<file path="src/rtl/tone_generator.sv">
// -----------------------------------------------------------------------------
// tone_generator
//
// Phase-accumulator tone source for the sound path. Each clock the phase
// advances by the active frequency word; the top OUT_W bits of the phase are
// shaped into a square (programmable duty), sawtooth or triangle sample, or
// silence. Configuration is double-buffered: a cfg_load strobe captures the
// inputs into pending registers, and they are moved to the active set only at
// a phase wrap (or immediately while disabled), so the waveform never changes
// shape mid-period.
//
// Ports
//   clk          system clock, rising edge
//   reset        asynchronous active-low reset
//   enable       run the accumulator; low clears phase and mutes the output
//   freq_word    phase increment per clock (captured on cfg_load)
//   duty         square-wave high threshold (captured on cfg_load)
//   mode         0 square, 1 saw, 2 triangle, 3 silence (captured on cfg_load)
//   cfg_load     one-cycle strobe capturing freq_word / duty / mode
//   wave_out     registered sample, one clock behind the phase register
//   wrap         one-cycle pulse while phase holds its post-wrap value
//   cfg_pending  captured configuration is waiting for a boundary
// -----------------------------------------------------------------------------
module tone_generator #(
    parameter int OUT_W   = 8,
    parameter int PHASE_W = 24
) (
    input  logic               clk,
    input  logic               reset,
    input  logic               enable,
    input  logic [PHASE_W-1:0] freq_word,
    input  logic [OUT_W-1:0]   duty,
    input  logic [1:0]         mode,
    input  logic               cfg_load,
    output logic [OUT_W-1:0]   wave_out,
    output logic               wrap,
    output logic               cfg_pending
);

    typedef enum logic [1:0] {
        MODE_SQUARE = 2'd0,
        MODE_SAW    = 2'd1,
        MODE_TRI    = 2'd2,
        MODE_SILENT = 2'd3
    } mode_t;

    logic [PHASE_W-1:0] phase;
    logic [PHASE_W-1:0] freq_a;
    logic [PHASE_W-1:0] freq_p;
    logic [OUT_W-1:0]   duty_a;
    logic [OUT_W-1:0]   duty_p;
    mode_t              mode_a;
    mode_t              mode_p;

    logic [PHASE_W:0]   sum;
    logic               carry;
    logic               apply;
    logic [PHASE_W-1:0] phase_next;
    logic [OUT_W-1:0]   p;
    logic [OUT_W-1:0]   ramp;
    logic [OUT_W-1:0]   tri_val;
    logic [OUT_W-1:0]   sample;

    // -------------------------------------------------------------------------
    // Accumulator and boundary detection
    // -------------------------------------------------------------------------
    always_comb begin
        sum   = {1'b0, phase} + {1'b0, freq_a};
        carry = sum[PHASE_W];
        // Idle applies immediately; running applies only on the wrap edge.
        apply = ~enable | carry;
        if (enable) begin
            phase_next = sum[PHASE_W-1:0];
        end else begin
            phase_next = '0;
        end
    end

    // -------------------------------------------------------------------------
    // Sample shaping from the current phase and active configuration
    // -------------------------------------------------------------------------
    assign p = phase[PHASE_W-1 -: OUT_W];

    // Triangle: double the lower bits on the rising half, invert them on the
    // falling half, giving 0..2^OUT_W-2 up then 2^OUT_W-1..1 down.
    always_comb begin
        ramp = {p[OUT_W-2:0], 1'b0};
        if (p[OUT_W-1]) begin
            tri_val = ~ramp;
        end else begin
            tri_val = ramp;
        end
    end

    always_comb begin
        sample = '0;
        case (mode_a)
            MODE_SQUARE: sample = (p < duty_a) ? '1 : '0;
            MODE_SAW:    sample = p;
            MODE_TRI:    sample = tri_val;
            MODE_SILENT: sample = '0;
            default:     sample = '0;
        endcase
    end

    // -------------------------------------------------------------------------
    // Phase, wrap and output registers
    // -------------------------------------------------------------------------
    always_ff @(posedge clk or negedge reset) begin
        if (!reset) begin
            phase    <= '0;
            wrap     <= 1'b0;
            wave_out <= '0;
        end else begin
            phase <= phase_next;
            if (enable) begin
                wrap     <= carry;
                wave_out <= sample;
            end else begin
                wrap     <= 1'b0;
                wave_out <= '0;
            end
        end
    end

    // -------------------------------------------------------------------------
    // Double-buffered configuration
    // -------------------------------------------------------------------------
    always_ff @(posedge clk or negedge reset) begin
        if (!reset) begin
            freq_a      <= '0;
            duty_a      <= '0;
            mode_a      <= MODE_SQUARE;
            freq_p      <= '0;
            duty_p      <= '0;
            mode_p      <= MODE_SQUARE;
            cfg_pending <= 1'b0;
        end else if (apply) begin
            cfg_pending <= 1'b0;
            // A load landing on the boundary bypasses the pending stage.
            if (cfg_load) begin
                freq_a <= freq_word;
                duty_a <= duty;
                mode_a <= mode_t'(mode);
            end else if (cfg_pending) begin
                freq_a <= freq_p;
                duty_a <= duty_p;
                mode_a <= mode_p;
            end
        end else if (cfg_load) begin
            // Repeated loads before the boundary simply overwrite.
            freq_p      <= freq_word;
            duty_p      <= duty;
            mode_p      <= mode_t'(mode);
            cfg_pending <= 1'b1;
        end
    end

endmodule

</file>
<file path="config.mk">
export PLATFORM = sky130hd
export DESIGN_NAME = tone_generator
export DESIGN_NICKNAME = d
export VERILOG_FILES = /design/src/rtl/tone_generator.sv
export SDC_FILE = /design/constraint.sdc
export NUM_CORES = 1
export LEC_CHECK = 0
export BUFFER_PORTS_ARGS = -buffer_cell sky130_fd_sc_hd__buf_2
export CORE_ASPECT_RATIO = 1.4
export CORE_MARGIN = 10
export CORE_UTILIZATION = 31
export DETAILED_ROUTE_END_ITERATION = 7
export PLACE_DENSITY = 0.44
export SYNTH_ARGS = -nofsm -noshare
export SYNTH_HDL_FRONTEND = slang
export SYNTH_SLANG_ARGS = --single-unit
</file>
<file path="constraint.sdc">
create_clock -name clk -period 7.2 [get_ports clk]
set_input_delay 1.44 -clock clk [delete_from_list [all_inputs] [get_ports clk]]
set_output_delay 1.44 -clock clk [all_outputs]
set_load 0.02 [all_outputs]
</file>
==> impl_results.md <==
* Relative slew slack at around 51%
* Syn. warnings at 0
* Die footprint at 24990 um2
* Vias per cell at between 4 and 5
* Design area at 6646 um2
* Post-layout min period at around 3.5 ns
* Fillers at 1817
* Area grow syn2layout at 12.83%
* Worst Tran Pin Value at ~0.73 ns
* GR Overflow Total at 0
* CTS Hold Bufs at 0
* Clk_lat worst skew at between 0.3 and 0.4 ns
* Final WL at ~13000 um
* Post-synthesis sequential area ratio at a little over two fifths
* TritonRoute pass-1 iters at 4
* Post-Synthesis Cell Area at roughly 5900 um2
* Gp weighted congestion at about 0.84
* Leak Pwr at about 3.2 nW
* Unrepaired setup endpoints after global routing: no
* Fraction of layout cells with a size suffix above 1 at a little under a third
* Syn Nets at between 500 and 600
* Final period utilization at about 49%
* CORE AREA at 18680 um2
* # diodes at 0
* Area after DPL at between 6000 and 7000 um2
* Initial antenna violation count at 0
* Number of global-route vias before repair at 4062
* Port-buffer cells at 47
* Worst clock skew at 0.006769 ns
* Reg2reg end: freq_p[4]
* Initial DRC Count at 168
* Hold Violations, Final at 0
* Ys flop type: dfrtp_1
* Post-route ant nets at 0
* I/O pin count at 48
* Final nets at between 600 and 700
* Max Fclk at around 280 MHz
* Worst EP required at approximately 7.4 ns
* Endpoints failing setup at 0
* Die Ht at between 150 and 200 um
* Register-to-Register Path Depth at 9
* Drc violations at 0
* R2R Path Start: freq_a[0]
* Yosys reg bits at 102
* Crit path launch type: flop
* CTS Buffer Depth at 2
* Maximum VDD drop at roughly 140 uV
* CP Data Arrival Time at approximately 3.8 ns
* Avg Inst Size Synth at 11.88 um2
* Setup bufs post-CTS at 0
* WL/cell at 16.29 um
* CTS buffer count at 9
* HP Class: flop to flop
* Crit Path Max Fanout at 20
* Power per Cell Area at just under 500 nW/um2
* Worst Hold Depth at 1
* CP endpoint kind: flop
* R2r setup slk at roughly 3.7 ns
* Count of unique library cells instantiated by Yosys at just over 50
* Worst Hold Path EP: mode_p[1]
* Hold wc startpoint: mode_p[1]
* Largest net degree at the start of global routing at 55
* CTS tree: built
* GRT Overall Usage at 10.74%
* Max-cap viol count at 0
* EDFF count, synth at 0
* Hpwl dp at 9317 um
* Setup CP Type: flop to flop
* CTS clk-pin slew, worst paths at roughly 0.07 ns
* Syn Inst Count at 496
* H-tree levels at 3
* FP Rows at roughly 60
* Final setup TNS at 0 ns
* CTS root buf: clkbuf_16
* Chip width at around 140 um
* Max-slew violations at 0
* Global-route wire length before repair at approximately 21000 um
* Sink Count at between 100 and 150
* Asr flop ratio synth at 100.0%
* Status: finished, final reports clean
* Post_cts resized at 0
* Initial Util at about a third
* Routed vias at 3808
[final cells by class]
cell class                 count  area, um2  area share, %
sequential                   102       2552          38.40
clock inverter                 6      68.82          1.035
multi-input combinational    360       3157          47.50
timing repair buffer          52      275.3          4.142
tap                          244      305.3          4.593
inverter                      13      48.80         0.7342
clock buffer                  10      239.0          3.596
[stage by stage]
stage / worst slack, ns / cells / hold WS [ns] / total power, mW / util (%)
after floorplan: 4.308 / 496 / 0.4753 / 2.360 / -
after global placement: 3.551 / 771 / 0.4834 / 2.672 / 33.94
after detailed placement: 3.459 / 771 / 0.4906 / 2.704 / 33.94
after CTS: 3.661 / 787 / 0.5084 / 3.234 / 35.59
after global routing: 3.518 / 787 / 0.5204 / 3.463 / 35.59
final: 3.690 / 787 / 0.5033 / 3.190 / 35.59
[synthesized netlist by cell type (2+ instances only)]
library cell  number  area share [%]
o211ai_1           7            0.89
mux2_4            53              14
or3_1              3            0.32
mux2i_1           21             3.6
nor2_1            29             1.8
xnor2_1           14             2.1
nor3_1             6            0.51
a211oi_1           5            0.64
o21bai_1           2            0.25
buf_2              2            0.17
xor2_1             5            0.74
nand3_1            5            0.42
o2bb2ai_2          2            0.51
mux2_2            35             6.7
nand4_1            6            0.64
clkbuf_1          11            0.70
dfrtp_1          102              43
a31oi_1            3            0.32
a21oi_1           23             2.0
nor2b_1            9            0.96
and2_1             5            0.53
o22ai_1            8            0.85
buf_6              7             1.3
inv_1             13            0.83
nand2_1           31             2.0
nand2b_1          10             1.1
ha_1              31             6.6
o21ai_0           14             1.2
a21o_1            10             1.3
nor3b_1            3            0.38
[per-layer routing]
metal / GRT usage [%] / routed length [um] / vias up / part of all wire (%)
met5: 0 / 0 / - / 0
met4: 5.297 / 299 / 0 / 2.3
met3: 1.641 / 354 / 16 / 2.8
met2: 17.90 / 6358 / 59 / 50
met1: 13.13 / 5809 / 1862 / 45
li1: - / - / 1871 / -
[flip-flops by register name (all words and copies together), names as in the netlist]
register and flops:
freq_a 24, freq_p 24, phase 24, duty_a 8, duty_p 8, wave_out 8
mode_a 2, mode_p 2, cfg_pending 1, wrap 1
[report_power, final]
group / leakage (nW) / switching (mW) / internal, mW / total (mW)
clock: 0.149 / 0.226 / 0.282 / 0.507
combinational: 1.78 / 0.813 / 0.833 / 1.65
sequential: 1.24 / 0.188 / 0.849 / 1.04
[kinds of logic (layout without fill, tap and decap cells)]
| group | Yosys count | count (layout) | synth area share, % |
|---|---|---|---|
| xor+xnor | 19 | 19 | 2.825 |
| compound gates | 90 | 90 | 11.07 |
| flops | 102 | 102 | 43.33 |
| simple gates | 110 | 110 | 8.985 |
| buf+inv | 34 | 81 | 3.101 |
| mux | 109 | 109 | 23.77 |
| fa+ha+maj | 32 | 32 | 6.924 |
[worst max path at each step]
stage / to / start / slack, ns / cells past startpoint
floorplan: freq_a[10] / cfg_load / 4.31 / 4
global placement: freq_a[6] / enable / 3.55 / 5
detailed placement: freq_a[5] / enable / 3.46 / 5
CTS: freq_p[4] / freq_a[0] / 3.66 / 9
global route: freq_p[2] / freq_a[0] / 3.52 / 9
finish: freq_p[4] / freq_a[0] / 3.69 / 9
[critical path, cell delays in order (launching register included)]
cell and delay, ns:
dfrtp_1 0.39, ha_1 0.22, fa_1 0.41, a21oi_1 0.29
o2bb2ai_2 0.15, o31ai_4 0.40, o2bb2ai_2 0.09, or3_2 0.71
buf_4 0.37, mux2_4 0.34
[cells in the final DEF (no fill, tap or decap), types with 2 or more instances in the layout]
master,n
dfrtp_1,102
mux2_4,53
buf_2,46
mux2_2,35
nand2_1,31
ha_1,31
nor2_1,29
a21oi_1,23
mux2i_1,21
xnor2_1,14
o21ai_0,14
inv_1,13
nand2b_1,10
a21o_1,10
nor2b_1,9
clkbuf_16,9
o22ai_1,8
o211ai_1,7
nor3_1,6
nand4_1,6
buf_4,6
nand3_1,5
a211oi_1,5
and2_1,5
xor2_1,5
a31oi_1,3
nor3b_1,3
o2bb2ai_2,2
or3_1,2
o21bai_1,2
inv_6,2
No activity file was read; power rests on OpenSTA's default activity.
